## src/rtl/cache_pkg.sv

```systemverilog
// rtl/cache_pkg.sv - shared widths, address field slices and FSM encoding for the refill controller
package cache_pkg;
  localparam int ADDR_W    = 12;
  localparam int LINE_W    = 128;
  localparam int BEAT_W    = 32;
  localparam int SET_W     = 3;
  localparam int TAG_W     = 5;
  localparam int NUM_BEATS = LINE_W / BEAT_W;
  localparam int CNT_W     = $clog2(NUM_BEATS);
  localparam int BEAT_SH   = $clog2(BEAT_W);

  localparam int OFF_W      = 4;
  localparam int WORD_LSB   = 2;
  localparam int SET_LSB    = 4;
  localparam int TAG_LSB    = 7;
  localparam int LINE_ADDR_W = ADDR_W - OFF_W;

  typedef enum logic [1:0] {
    ST_IDLE = 2'd0,
    ST_REQ  = 2'd1,
    ST_FILL = 2'd2,
    ST_DONE = 2'd3
  } state_e;
endpackage

```

## src/rtl/lru_table.sv

```systemverilog
// rtl/lru_table.sv - per-set 1-bit LRU; the bit names the next victim way
module lru_table
  import cache_pkg::*;
(
  input  logic             clk,
  input  logic             rst,
  input  logic [SET_W-1:0] rd_set_i,
  output logic             rd_way_o,
  input  logic             acc_en_i,
  input  logic [SET_W-1:0] acc_set_i,
  input  logic             acc_way_i,
  input  logic             fill_en_i,
  input  logic [SET_W-1:0] fill_set_i,
  input  logic             fill_way_i
);
  localparam int NUM_SETS = 1 << SET_W;

  logic [NUM_SETS-1:0] lru_q, lru_d;

  // Fill write is applied last so it overrides a same-set access update.
  always_comb begin
    lru_d = lru_q;
    if (acc_en_i)  lru_d[acc_set_i]  = ~acc_way_i;
    if (fill_en_i) lru_d[fill_set_i] = ~fill_way_i;
  end

  always_ff @(posedge clk) begin
    if (rst) lru_q <= '0;
    else     lru_q <= lru_d;
  end

  assign rd_way_o = lru_q[rd_set_i];
endmodule

```

## src/rtl/cache_refill_ctrl.sv

```systemverilog
// rtl/cache_refill_ctrl.sv - miss refill: 4-beat burst fetch, line assembly, LRU victim choice, 1-cycle fill
// Optional build macro CRITICAL_WORD_FIRST_EN: wrapped burst order plus crit_valid/crit_word outputs.
module cache_refill_ctrl
  import cache_pkg::*;
(
  input  logic                   clk,
  input  logic                   rst,
  input  logic                   miss_valid,
  input  logic [ADDR_W-1:0]      miss_addr,
  output logic                   miss_ready,
  input  logic                   acc_valid,
  input  logic [SET_W-1:0]       acc_set,
  input  logic                   acc_way,
  output logic                   mem_req,
  output logic [LINE_ADDR_W-1:0] mem_line,
  input  logic                   mem_ack,
  input  logic                   mem_rvalid,
  input  logic [BEAT_W-1:0]      mem_rdata,
  output logic                   fill_valid,
  output logic [SET_W-1:0]       fill_set,
  output logic                   fill_way,
  output logic [TAG_W-1:0]       fill_tag,
  output logic [LINE_W-1:0]      fill_line,
  output logic                   busy
`ifdef CRITICAL_WORD_FIRST_EN
  ,
  output logic                   crit_valid,
  output logic [BEAT_W-1:0]      crit_word
`endif
);
  state_e                 state_q, state_d;
  logic [LINE_ADDR_W-1:0] line_addr_q, line_addr_d;
  logic                   victim_q, victim_d;
  logic [CNT_W-1:0]       cnt_q, cnt_d;
  logic [LINE_W-1:0]      line_q, line_d;
  logic [CNT_W-1:0]       beat_ptr;
  logic                   lru_way;

`ifdef CRITICAL_WORD_FIRST_EN
  logic [CNT_W-1:0] start_q, start_d;
  logic             unused_addr_bits;

  assign unused_addr_bits = ^miss_addr[WORD_LSB-1:0];
  assign beat_ptr         = start_q + cnt_q;
  assign crit_valid       = (state_q == ST_FILL) && mem_rvalid && (cnt_q == '0);
  assign crit_word        = mem_rdata;
`else
  logic unused_addr_bits;

  assign unused_addr_bits = ^miss_addr[OFF_W-1:0];
  assign beat_ptr         = cnt_q;
`endif

  lru_table u_lru (
    .clk        (clk),
    .rst        (rst),
    .rd_set_i   (miss_addr[SET_LSB +: SET_W]),
    .rd_way_o   (lru_way),
    .acc_en_i   (acc_valid),
    .acc_set_i  (acc_set),
    .acc_way_i  (acc_way),
    .fill_en_i  (state_q == ST_DONE),
    .fill_set_i (fill_set),
    .fill_way_i (victim_q)
  );

  always_comb begin
    state_d     = state_q;
    line_addr_d = line_addr_q;
    victim_d    = victim_q;
    cnt_d       = cnt_q;
    line_d      = line_q;
`ifdef CRITICAL_WORD_FIRST_EN
    start_d     = start_q;
`endif
    case (state_q)
      ST_IDLE: begin
        if (miss_valid) begin
          line_addr_d = miss_addr[ADDR_W-1:OFF_W];
          victim_d    = lru_way;
          cnt_d       = '0;
`ifdef CRITICAL_WORD_FIRST_EN
          start_d     = miss_addr[WORD_LSB +: CNT_W];
`endif
          state_d     = ST_REQ;
        end
      end
      ST_REQ: begin
        if (mem_ack) state_d = ST_FILL;
      end
      ST_FILL: begin
        if (mem_rvalid) begin
          line_d[{beat_ptr, {BEAT_SH{1'b0}}} +: BEAT_W] = mem_rdata;
          cnt_d = cnt_q + 1'b1;
          if (cnt_q == CNT_W'(NUM_BEATS - 1)) state_d = ST_DONE;
        end
      end
      ST_DONE: begin
        state_d = ST_IDLE;
      end
      default: state_d = ST_IDLE;
    endcase
  end

  always_ff @(posedge clk) begin
    if (rst) begin
      state_q     <= ST_IDLE;
      line_addr_q <= '0;
      victim_q    <= 1'b0;
      cnt_q       <= '0;
      line_q      <= '0;
`ifdef CRITICAL_WORD_FIRST_EN
      start_q     <= '0;
`endif
    end else begin
      state_q     <= state_d;
      line_addr_q <= line_addr_d;
      victim_q    <= victim_d;
      cnt_q       <= cnt_d;
      line_q      <= line_d;
`ifdef CRITICAL_WORD_FIRST_EN
      start_q     <= start_d;
`endif
    end
  end

  assign miss_ready = (state_q == ST_IDLE);
  assign busy       = (state_q != ST_IDLE);
  assign mem_req    = (state_q == ST_REQ);
  assign mem_line   = line_addr_q;
  assign fill_valid = (state_q == ST_DONE);
  assign fill_set   = line_addr_q[SET_LSB-OFF_W +: SET_W];
  assign fill_tag   = line_addr_q[TAG_LSB-OFF_W +: TAG_W];
  assign fill_way   = victim_q;
  assign fill_line  = line_q;
endmodule
```

## config.mk

```make
export PLATFORM = sky130hd
export DESIGN_NAME = cache_refill_ctrl
export DESIGN_NICKNAME = d
export VERILOG_FILES = /design/src/rtl/cache_pkg.sv /design/src/rtl/lru_table.sv /design/src/rtl/cache_refill_ctrl.sv
export SDC_FILE = /design/constraint.sdc
export NUM_CORES = 1
export LEC_CHECK = 0
export BUFFER_PORTS_ARGS = -buffer_cell sky130_fd_sc_hd__buf_4
export CORE_UTILIZATION = 44
export DETAILED_ROUTE_END_ITERATION = 6
export PLACE_DENSITY = 0.79
export SYNTH_ARGS = -nofsm -noshare
export SYNTH_HDL_FRONTEND = slang
export SYNTH_SLANG_ARGS = --single-unit
```

## constraint.sdc

```tcl
create_clock -name clk -period 1.95 [get_ports clk]
set_input_delay 0.0975 -clock clk [delete_from_list [all_inputs] [get_ports clk]]
set_output_delay 0.0975 -clock clk [all_outputs]
set_load 0.05 [all_outputs]
```

Word-level counts from Yosys, hierarchy flattened
Index checks and enable logic that the tools add are counted.

storage, ports and cells
  register bits after elaboration = 149
  output and inout bits = 149
  logic and storage cells = 53

cells by class
  add/sub/neg operators = 2
  $lt $le $gt $ge = 5
  equality and inequality tests = 8
  shifts and indexed selects = 2
  muxes and demuxes = 19
  bitwise operators = 2
  reduce and logical (&&, ||, !) cells = 9

operator list
  cell                                                                count
  bitwise mux 128 bit                                                 1
  variable shift 32 x 9 -> 128 bit (first input constant)             1
  indexed part select 32 x 9 -> 128 bit                               1
  bitwise mux 8 bit                                                   2
  two-way mux 8 bit                                                   2
  < comparator 3 x 4 -> 1 bit (second input constant)                 3
  two-way mux 2 bit                                                   6
  negator 7 -> 9 bit                                                  1
  one-hot mux 2 bit (4 select lines)                                  1
  demux 1 bit (select 3 bit)                                          2
  == test 2 bit (second input constant)                               3
  greater-or-equal comparator 3 x 1 -> 1 bit (second input constant)  2
  != test 2 bit (second input constant)                               3
  one-hot mux 2 bit (2 select lines)                                  1
  AND reduction 2 bit                                                 2
  AND reduction 4 bit                                                 1
  nonzero test 2 bit                                                  2
  binary-select mux 1 bit (select 3 bit)                              1
  two-way mux 1 bit                                                   3
  AND reduction 3 bit                                                 1
  adder 2 x 1 -> 2 bit (second input constant)                        1
  == test 2 x 1 -> 1 bit (second input constant)                      1
  logical AND 1 bit                                                   2
  logical NOT 2 bit                                                   1
  2 further kinds                                                     3

Longest topological paths before layout
Gate-level depths: netlist of run 1.

  depth after elaboration = 8
  gate-level depth with buffers = 8

Cells and area by module
From an unflattened synthesis of run 1, not the netlist that was laid out.

second synthesis, totals
  cells, all modules = 693
  area, all modules = 5,983.2 sq um

modules (own cells, without submodules)
  module             instances  cells each  area each (sq um)  sequential area each (sq um)
  cache_refill_ctrl  1          638         5,413.9            2,822.7
  lru_table          1          55          569.3              160.2

Worst setup path before layout of run 1
OpenSTA, ideal clock, no wires.

  path type = register to register
  start = reg cnt_q[0], in the netlist beat_ptr[0]
  end = reg line_q[32], in the netlist fill_line[32]
  setup time = 0.066 ns
  arrival = 1.879 ns
  data required time = 1.884 ns
  slack = 0.005 ns
  stages on the path, launching flop included = 8
  clock period less this slack = 1.945 ns
  cells stage by stage = dfxtp_1 -> inv_1 -> ha_1 -> nand3_1 -> nor4_2 -> buf_2 -> a22oi_1 -> nor2_1

on the way
  cells in the longest elaborated chain, start to end = 3

ends and longest elaborated chain
  element                                                                                           line                      text
  from (decl)                                                                                       cache_refill_ctrl.sv:34   logic [CNT_W-1:0] cnt_q, cnt_d;
  from (signal assigned)                                                                            cache_refill_ctrl.sv:119  cnt_q <= cnt_d;
  negator 7 -> 9 bit (*)                                                                            cache_refill_ctrl.sv:93   line_d[{beat_ptr, {BEAT_SH{1'b0}}} +: BEAT_W] = mem_rdata;
  indexed part select 32 x 9 -> 128 bit / variable shift 32 x 9 -> 128 bit (equally long branches)  cache_refill_ctrl.sv:93
  bitwise mux 128 bit (*)                                                                           cache_refill_ctrl.sv:93
  to (signal assigned)                                                                              cache_refill_ctrl.sv:120  line_q <= line_d;
  to (decl)                                                                                         cache_refill_ctrl.sv:35   logic [LINE_W-1:0] line_q, line_d;

Mark *: on every way between the ends. The rest lies on a longest branch, timed or not.
A chain may end at the register's enable or synchronous reset.

Worst setup path after layout of run 1
  start = reg state_q[0]
  end = reg line_q[50], in the netlist fill_line[50]

on the way
  cells in the longest elaborated chain, start to end = 2

ends and longest elaborated chain
  element                        line                      text
  from (decl)                    cache_refill_ctrl.sv:31   state_e state_q, state_d;
  from (signal assigned)         cache_refill_ctrl.sv:116  state_q <= state_d;
  == test 2 bit                  cache_refill_ctrl.sv:76   case (state_q)
  AND reduction 2 bit (no line)  n/a

No other way between the ends.

==> results of run 1 <==
==> layout make-up <==
class                           count  area, um^2
Clock inverter                      9        55.1
Clock buffer                       21         480
Fill cell                         978        4010
Antenna cell                        1        2.50
Multi-Input combinational cell    379        2330
Inverter                            9        33.8
Timing Repair Buffer              260        2100
Sequential cell                   149        2980
Tap cell                          168         210
==> layer usage <==
| metal | vias up | track usage |
|---|---|---|
| met5 | - | 0 |
| met4 | 0 | 0.145 |
| met3 | 51 | 0.0743 |
| met2 | 259 | 0.446 |
| met1 | 2584 | 0.310 |
| li1 | 2550 | - |
==> layout by cell type (no fill, tap or decap), drive strengths merged, types with 9 or more instances in the layout <==
cell         netlist  layout
nand2             18      18
a22oi            128     128
dlygate4sd3        0      41
a211oi            10      10
clkbuf            30      21
buf               26     219
ha                10      10
dfxtp            149     149
nor2             148     148
inv                9       9
a21oi             15      15
==> kinds of logic after synthesis <==
logic type | after synthesis
AOI/OAI and AO/OA | 159
adders and majority gates | 10
buffers and inverters | 65
DFF | 149
muxes | 8
and+or+nand+nor | 202
==> worst reg2reg max path, delay by kind of cell (launching register included) <==
family          cells  cell delay, ns
compound gates      1            0.12
buf+inv             2            0.37
simple gates        3            0.62
fa+ha+maj           1            0.28
flops               1            0.34
==> power by group through the flow <==
stage / combinational (mW) / sequential [mW] / clock, mW
final: 1.63 / 3.26 / 2.94
after global routing: 1.73 / 3.27 / 3.13
after CTS: 1.62 / 3.25 / 2.99
after detailed placement: 1.55 / 3.32 / 0
after global placement: 1.51 / 3.31 / 0
after floorplan: 0.778 / 3.59 / 0
==> final timing paths <==
check                                  from             to  slack, ns  cells past startpoint
worst max-delay path             state_q[0]  fill_line[50]       0.15                      7
worst min-delay path             miss_valid    beat_ptr[1]       0.04                      3
worst max register to register   state_q[0]  fill_line[50]       0.15                      7
worst min register to register  mem_line[5]    mem_line[5]       0.48                      2
==> state kept, by name, indices dropped and copies added, names as in the netlist <==
signal,cells
mem_line,8
fill_way,1
u_lru.lru_q,8
fill_line,128
state_q,2
beat_ptr,2
==> metrics by stage <==
step	utilization	std cells
floorplan	-	593
global placement	0.594	924
detailed placement	0.594	924
CTS	0.671	995
global route	0.672	996
finish	0.672	996
==> repair_timing <==
item | CTS | global route
endpoints found under the hold margin | 137 | 0
resized for setup | 0 | 1
hold buffers | 41 | 0
endpoints found under the setup margin | 0 | 40
==> summary.txt, run 1 <==
GRT
  • Vias in the first global route: 5391
  • Initial antenna violation count: 1
  • Largest net degree at the start of global routing: 75
  • GRT Residual Overflow: 0
  • GRT Total Usage: 0.267
  • First-pass GRT wire length: 27300 um

Floorplan
  • Die footprint: 0.0132 mm^2
  • Die Span X: 115 um
  • Core footprint: 0.0122 mm^2
  • I/O pins: 203
  • Initial cell density of the core: 0.459
  • Row count: 40
  • Die H: 115 um

Critical path
  • Critical path startpoint category: flip-flop
  • Critical path, cell by cell: inv_1 > ha_2 > nand3_1 > nor4_4 > buf_4 > a22oi_1 > nor2_1
  • Worst setup EP type: flip-flop
  • Worst path buffer plus inverter count: 2
  • Critical path's slowest cell: dfxtp_1
  • Worst-path maximum fanout: 14
  • Crit path max-delay family: simple AND/OR/NAND/NOR gates
  • Required time of the critical path: 2.28 ns
  • Crit path largest cell delay: 0.34 ns
  • Arrival time at the worst endpoint: 2.13 ns
  • Setup CP Type: reg -> reg

CTS
  • Cts bufs inserted: 17
  • Setup Fix Bufs, Post-CTS: 0
  • Clock root cell: clkbuf_16
  • Clk_lat worst skew: 0.41 ns
  • CTS Buffer Depth: 2
  • CTS Sinks: 149
  • H-tree levels: 4
  • Clock-pin slew on the worst setup and hold paths: 0.06 ns
  • CTS tree: done

Detailed routing
  • Vias/cell: 5.47
  • Initial DRC Count: 459
  • Pre-antenna DRT Iters: 6
  • Antenna viol nets, final: 0
  • Top Metal Used: met4
  • Met2 wire len: 8690 um
  • WL/cell: 17.7 um
  • Vias: 5444
  • DRT Wirelength: 17600 um
  • M1 WL: 7140 um
  • # DRC: 0
  • Met3 routed WL: 1190 um

Timing
  • Minimum clock period: 1.80 ns
  • Final Cycle Share: 0.921
  • Hold Slack: 0.0432 ns
  • Slew @ Worst Pin: 0.424 ns
  • Final TNS setup: 0 ns
  • Final Slew Violations: 0
  • Final Hold Vio Count: 0
  • Setup violators final: 0
  • FMAX: 0.557 GHz
  • Max_slew headroom: 0.717
  • RSZ-0062 raised after global routing: yes
  • Clk_skew: 0.00532 ns
  • Worst Slack Setup Final: 0.153 ns

Synthesis
  • Mux cell area share after synthesis: 0.0165
  • Syn_nets: 657
  • Synth top area cells: dfxtp_1, a22oi_1, nor2_1, ha_1, clkbuf_1
  • Synth top cells by count: dfxtp_1, nor2_1, a22oi_1, clkbuf_1, nand2_1
  • Cell count after synthesis: 593
  • Most numerous cell in the Yosys netlist: dfxtp_1
  • Dominant synthesized flop cell: dfxtp_1
  • Mean post-synth cell area: 9.45 um^2
  • Fraction of registers with async set/reset: 0
  • Number of synthesized flops with an enable pin: 0
  • YS warnings: 0
  • Distinct cells, synth: 32
  • Seq/Total Area, Yosys: 0.532
  • Post-synthesis register bit count: 149
  • Synth Area in Adders: 0.0223
  • Area of the mapped netlist: 0.00560 mm^2
  • Compound-cell area share of the yosys netlist: 0.208
  • Yosys top cell by area: dfxtp_1
  • Largest family of logic cells by synthesized area: compound AO/OA/AOI/OAI gates
  • Area share of the largest cell type after synthesis: 0.532
  • Synth Area in XOR/XNOR: 0
  • Post-synthesis simple-gate area fraction: 0.166

Placement
  • Number of buffers added on ports: 198
  • Pre-CTS WS: 0.113 ns
  • Dpl cell area: 0.00725 mm^2
  • DP HPWL: 11600 um
  • Routability congestion estimate: 0.822

Status
  • Status: complete, no violations

Pwr
  • Sw Ratio: 0.304
  • Leakage power: 3.45 nW
  • Sequential power share: 0.416
  • P_sw: 2.38 mW
  • Gate power share: 0.208
  • Clk pwr share: 0.376
  • Internal: 5.45 mW
  • Pwr Density: 955 mW/mm^2
  • Peak supply drop: 450 uV
  • Total power: 7.83 mW

Final layout
  • P&R area growth vs syn: 46.4%
  • Design area: 0.00820 mm^2
  • Nets: 880
  • Ratio of cells with drive above 1 in the final layout: 0.314

Hold path
  • Min-delay worst type: in -> reg

Run
  • Max Cap Viol: 0
Note: power is estimated with default switching activity, not from simulation.
==> inputs of run 2 (changes only) <==
CORE_UTILIZATION = 53   (was 44)
PLACE_DENSITY = 0.89   (was 0.79)
clock period = 2.1 ns   (was 1.95 ns; I/O delays follow)
==> run 2 against run 1 <==
Worst hold slack gained 0.039 ns. Non-clock buffer count is the same. Sequential share of layout area shrank 0.055 points. Wire length grew 4.7%. Sequential power shrank 7.1%.
==> summary.txt, run 2 (same netlist as run 1, synthesis figures left out) <==
Placement
  • Routability congestion estimate: 0.840
  • Pre-CTS WS: 0.0356 ns
  • DP HPWL: 11100 um
  • Cells after DPL: 889
  • Dpl cell area: 0.00719 mm^2
  • Number of buffers added on ports: 198

Critical path
  • Worst R2R Start: beat_ptr[1]
  • Critical path startpoint category: flip-flop
  • R2R depth: 7
  • FF-to-FF End: fill_line[47]
  • R2R Setup Slk: 0.11 ns
  • Critical Path Source: beat_ptr[1]
  • Setup CP Type: reg -> reg
  • Critical path, cell by cell: inv_1 > ha_2 > nand3_1 > nor4_4 > buf_12 > a22oi_1 > nor2_1
  • CP Capture Point: fill_line[47]
  • Arrival time at the worst endpoint: 2.45 ns
  • Critical path's slowest cell: ha_2
  • Worst-path maximum fanout: 30
  • Worst setup EP type: flip-flop
  • Crit path largest cell delay: 0.45 ns
  • Required time of the critical path: 2.56 ns

Final layout
  • Final design utilization: 0.799
  • Commonest non-fill, non-tap cells in the layout: buf_4, dfxtp_1, nor2_1
  • Ratio of cells with drive above 1 in the final layout: 0.312
  • Design area: 0.00822 mm^2
  • Ant diodes: 0
  • Commonest non-fill, non-tap cell in the layout: buf_4
  • Final Non-Filler Cells: 965
  • Max FFs per register: 128
  • P&R area growth vs syn: 46.6%
  • Nets: 880

Timing
  • Clk_skew: 0.00642 ns
  • Final Slew Violations: 0
  • Slew @ Worst Pin: 0.646 ns
  • Minimum clock period: 1.99 ns
  • Final TNS setup: 0 ns
  • RSZ-0062 raised after global routing: no
  • FMAX: 0.503 GHz
  • Final Hold Vio Count: 0
  • Hold Slack: 0.0821 ns
  • Final Cycle Share: 0.947
  • Worst Slack Setup Final: 0.112 ns
  • Max_slew headroom: 0.569
  • Setup violators final: 0

Detailed routing
  • Vias: 5652
  • WL/cell: 19.1 um
  • Vias/cell: 5.86
  • Pre-antenna DRT Iters: 7
  • Initial DRC Count: 386
  • DRT Wirelength: 18400 um
  • # DRC: 0
  • Antenna viol nets, final: 0

GRT
  • Largest net degree at the start of global routing: 150
  • GRT Residual Overflow: 0
  • Vias in the first global route: 5657
  • First-pass GRT wire length: 28800 um
  • GRT Total Usage: 0.335
  • Initial antenna violation count: 0

Pwr
  • Leakage power: 3.45 nW
  • Pwr Density: 913 mW/mm^2
  • Peak supply drop: 638 uV
  • Total power: 7.50 mW

CTS
  • Clk_lat worst skew: 0.53 ns
  • CTS Sinks: 149
  • Clock root cell: clkbuf_8
  • Clock-pin slew on the worst setup and hold paths: 0.06 ns
  • Setup Fix Bufs, Post-CTS: 0
  • CTS Buffer Depth: 2
  • CTS tree: done
  • H-tree levels: 4
  • Cts bufs inserted: 17

Floorplan
  • I/O pins: 203
  • Die Span X: 105 um
  • Die footprint: 0.0110 mm^2
  • Initial cell density of the core: 0.545
  • Die H: 105 um
  • Core footprint: 0.0103 mm^2
  • Row count: 37

Run
  • Max Cap Viol: 0

Status
  • Status: complete, no violations

Hold path
  • Min-delay worst type: in -> reg
## run 2: changes by cell type in the layout (fill, tap and decap cells not counted), moves of 2 or more
cell / before / now
dlygate4sd3_1: 41 / 44
buf_4: 215 / 212
clkbuf_1: 0 / 2
bufinv_16: 0 / 2
clkinv_4: 0 / 2
clkinv_2: 5 / 2
## run 2: metal layers
layer | track usage | wire length (um) | vias up
li1 | - | - | 2545
met1 | 0.369 | 6930 | 2755
met2 | 0.584 | 9510 | 297
met3 | 0.104 | 1480 | 55
met4 | 0.162 | 533 | 0
met5 | 0 | 0 | -
## run 2: what timing repair did
item,4_1_cts,5_1_grt
hold buffers,44,0
hold endpoints to repair,143,0
gates resized for setup,0,3
endpoints found under the setup margin,0,57
## run 2: final cells by class
type,instances,area (um^2)
clock buffer,21,449
clock inverter,11,126
fill,645,2060
inverter,9,33.8
multi-input combinational,379,2340
sequential,149,2980
tap,136,170
timing repair buffer,260,2110
## run 2: worst max-delay path: cells and delay by family (launching register included)
kind	cells	cell delay, ns
AOI/OAI and AO/OA	1	0.12
adders and majority gates	1	0.45
DFF	1	0.35
buffers and inverters	2	0.34
and+or+nand+nor	3	0.64
## run 2: worst min path at each step
stage | to | cells past startpoint | slack [ns] | startpoint
3_5_place_dp | mem_line[7] | 3 | 0.36 | miss_addr[11]
5_1_grt | u_lru.lru_q[4] | 5 | 0.12 | acc_set[0]
3_3_place_gp | mem_line[3] | 3 | 0.36 | miss_addr[7]
4_1_cts | u_lru.lru_q[2] | 5 | 0.06 | acc_set[0]
2_1_floorplan | mem_line[2] | 2 | 0.24 | miss_addr[6]
6_report | u_lru.lru_q[2] | 5 | 0.08 | acc_set[0]
## run 2: report_power, final
part           switching, mW  internal (mW)  total, mW
Clock                   1.20           1.76       2.96
Sequential            0.0981           2.93       3.03
Combinational           1.02          0.502       1.52
==> inputs of run 3 (changes only) <==
SETUP_SLACK_MARGIN = 0.4   (was not set)
==> run 3 against run 2 <==
Worst setup slack improved by 0.17 ns. Global-route usage increased by 2.9 points. Via count increased by 8.8%. Sequential share of layout area decreased by 2.3 points. Clock skew increased by 0.0056 ns. Wire length increased by 19%. Cell count increased by 2.4%. Clock-buffer cell count decreased by 1.
==> summary.txt, run 3 (same netlist as run 1, synthesis figures left out) <==
Pwr
  • Sequential power share: 0.380
  • Sw Ratio: 0.308
  • Leakage power: 3.69 nW
  • Pwr Density: 911 mW/mm^2
  • Clk pwr share: 0.400
  • Peak supply drop: 577 uV
  • Gate power share: 0.220
  • Internal: 5.56 mW
  • P_sw: 2.47 mW

CTS
  • CTS Sinks: 149
  • Clk_lat worst skew: 0.54 ns
  • Clock root cell: clkbuf_8
  • CTS Buffer Depth: 2
  • CTS tree: done
  • H-tree levels: 4
  • Cts bufs inserted: 17
  • Clock-pin slew on the worst setup and hold paths: 0.06 ns

Critical path
  • R2R Setup Slk: 0.28 ns
  • Critical path, cell by cell: inv_1 > ha_4 > nor2b_4 > a2111oi_4 > mux2i_1 > nor2_1
  • Critical path's slowest cell: a2111oi_4
  • R2R depth: 6
  • Arrival time at the worst endpoint: 2.24 ns
  • Worst R2R Start: state_q[1]
  • Worst setup EP type: flip-flop
  • Required time of the critical path: 2.51 ns
  • Worst-path maximum fanout: 6
  • Setup CP Type: reg -> reg
  • Critical path startpoint category: flip-flop
  • Crit path largest cell delay: 0.47 ns
  • FF-to-FF End: state_q[1]

Detailed routing
  • Initial DRC Count: 682
  • Antenna viol nets, final: 0
  • Vias/cell: 6.23
  • Vias: 6151
  • DRT Wirelength: 21900 um
  • # DRC: 0
  • WL/cell: 22.2 um
  • Pre-antenna DRT Iters: 7

Floorplan
  • I/O pins: 203
  • Initial cell density of the core: 0.545
  • Die footprint: 0.0110 mm^2
  • Die Span X: 105 um
  • Core footprint: 0.0103 mm^2
  • Row count: 37
  • Die H: 105 um

Hold path
  • Worst Hold Path EP: fill_line[6]
  • Min-Delay Startpoint: rst
  • Min-delay worst type: in -> reg
  • Hold Path Stages: 2

Final layout
  • Commonest non-fill, non-tap cells in the layout: buf_4, nor2_1, dfxtp_1
  • Ant diodes: 0
  • Commonest non-fill, non-tap cell in the layout: buf_4
  • Final Non-Filler Cells: 988
  • Nets: 904
  • Max FFs per register: 128
  • Ratio of cells with drive above 1 in the final layout: 0.365
  • Final design utilization: 0.858
  • P&R area growth vs syn: 57.3%

Placement
  • Routability congestion estimate: 0.839
  • Number of buffers added on ports: 198
  • Cells after DPL: 888
  • DP HPWL: 11400 um

GRT
  • GRT Residual Overflow: 0
  • Largest net degree at the start of global routing: 55
  • First-pass GRT wire length: 30900 um
  • GRT Total Usage: 0.363
  • Vias in the first global route: 5850
  • Initial antenna violation count: 0

Timing
  • Setup violators final: 0
  • Minimum clock period: 1.82 ns
  • RSZ-0062 raised after global routing: yes
  • Final Hold Vio Count: 0
  • Clk_skew: 0.0120 ns
  • Final Cycle Share: 0.868
  • Final TNS setup: 0 ns
  • Slew @ Worst Pin: 0.495 ns
  • Final Slew Violations: 0
  • Max_slew headroom: 0.670
  • FMAX: 0.549 GHz

Status
  • Status: complete, no violations

Run
  • Max Cap Viol: 0
==> run 3: changes by cell type in the layout (fill, tap and decap cells not counted), sizes merged <==
| cell | change |
|---|---|
| buf | +20 |
| bufinv | +2 |
| clkinvlp | -3 |
| inv | +1 |
| dlygate4sd3 | -1 |
| clkbuf | +4 |
==> run 3: power groups by stage <==
| stage | Sequential (mW) | Combinational (mW) | Clock (mW) |
|---|---|---|---|
| after global placement | 3.08 | 1.39 | 0 |
| after detailed placement | 3.09 | 1.43 | 0 |
| final | 3.05 | 1.77 | 3.21 |
| after floorplan | 3.34 | 0.732 | 0 |
| after global routing | 3.06 | 1.83 | 3.36 |
| after CTS | 3.03 | 1.56 | 3.20 |
==> run 3: area by class of cell <==
type / instances / area [um^2]
clock buffer: 20 / 445
clock inverter: 11 / 173
fill: 517 / 1460
sequential: 149 / 3000
timing repair buffer: 284 / 2490
inverter: 9 / 38.8
tap: 136 / 170
multi-input combinational: 379 / 2500
==> run 3: routing by layer <==
layer	track usage	share of wire	vias to the layer above
li1	-	-	2611
met1	0.406	0.35	2913
met2	0.622	0.48	508
met3	0.0992	0.11	119
met4	0.210	0.054	0
met5	0	0	-
==> run 3: stage by stage <==
step           area [um^2]  setup WS (ns)  power [mW]  hold slack [ns]
3_5_place_dp          7180          0.132        4.51            0.366
3_3_place_gp          7180          0.239        4.46            0.355
4_1_cts               8410          0.403        7.78          0.00664
2_1_floorplan         5630          0.414        4.07            0.241
6_report              8820          0.278        8.03           0.0270
5_1_grt               8820          0.226        8.25           0.0329
==> run 3: repair_timing <==
action	4_1_cts	5_1_grt
cloned	5	5
setup endpoints to repair	130	132
hold endpoints to repair	141	0
pin swaps	6	18
hold buffers	43	0
setup buffers	8	8
resized for setup	27	52
==> run 3: worst max path at each step <==
stage / start / to
2_1_floorplan: state_q[0] / state_q[1]
3_3_place_gp: beat_ptr[0] / fill_line[37]
3_5_place_dp: beat_ptr[1] / fill_line[55]
4_1_cts: state_q[1] / busy
5_1_grt: state_q[1] / state_q[1]
6_report: state_q[1] / state_q[1]
==> run 3: worst max-delay path, delay by kind of cell, from the launching register on <==
| kind | cells | cell delay (ns) |
|---|---|---|
| flops | 1 | 0.39 |
| buf+inv | 1 | 0.09 |
| compound gates | 1 | 0.47 |
| simple gates | 2 | 0.23 |
| fa+ha+maj | 1 | 0.20 |
| mux | 1 | 0.32 |
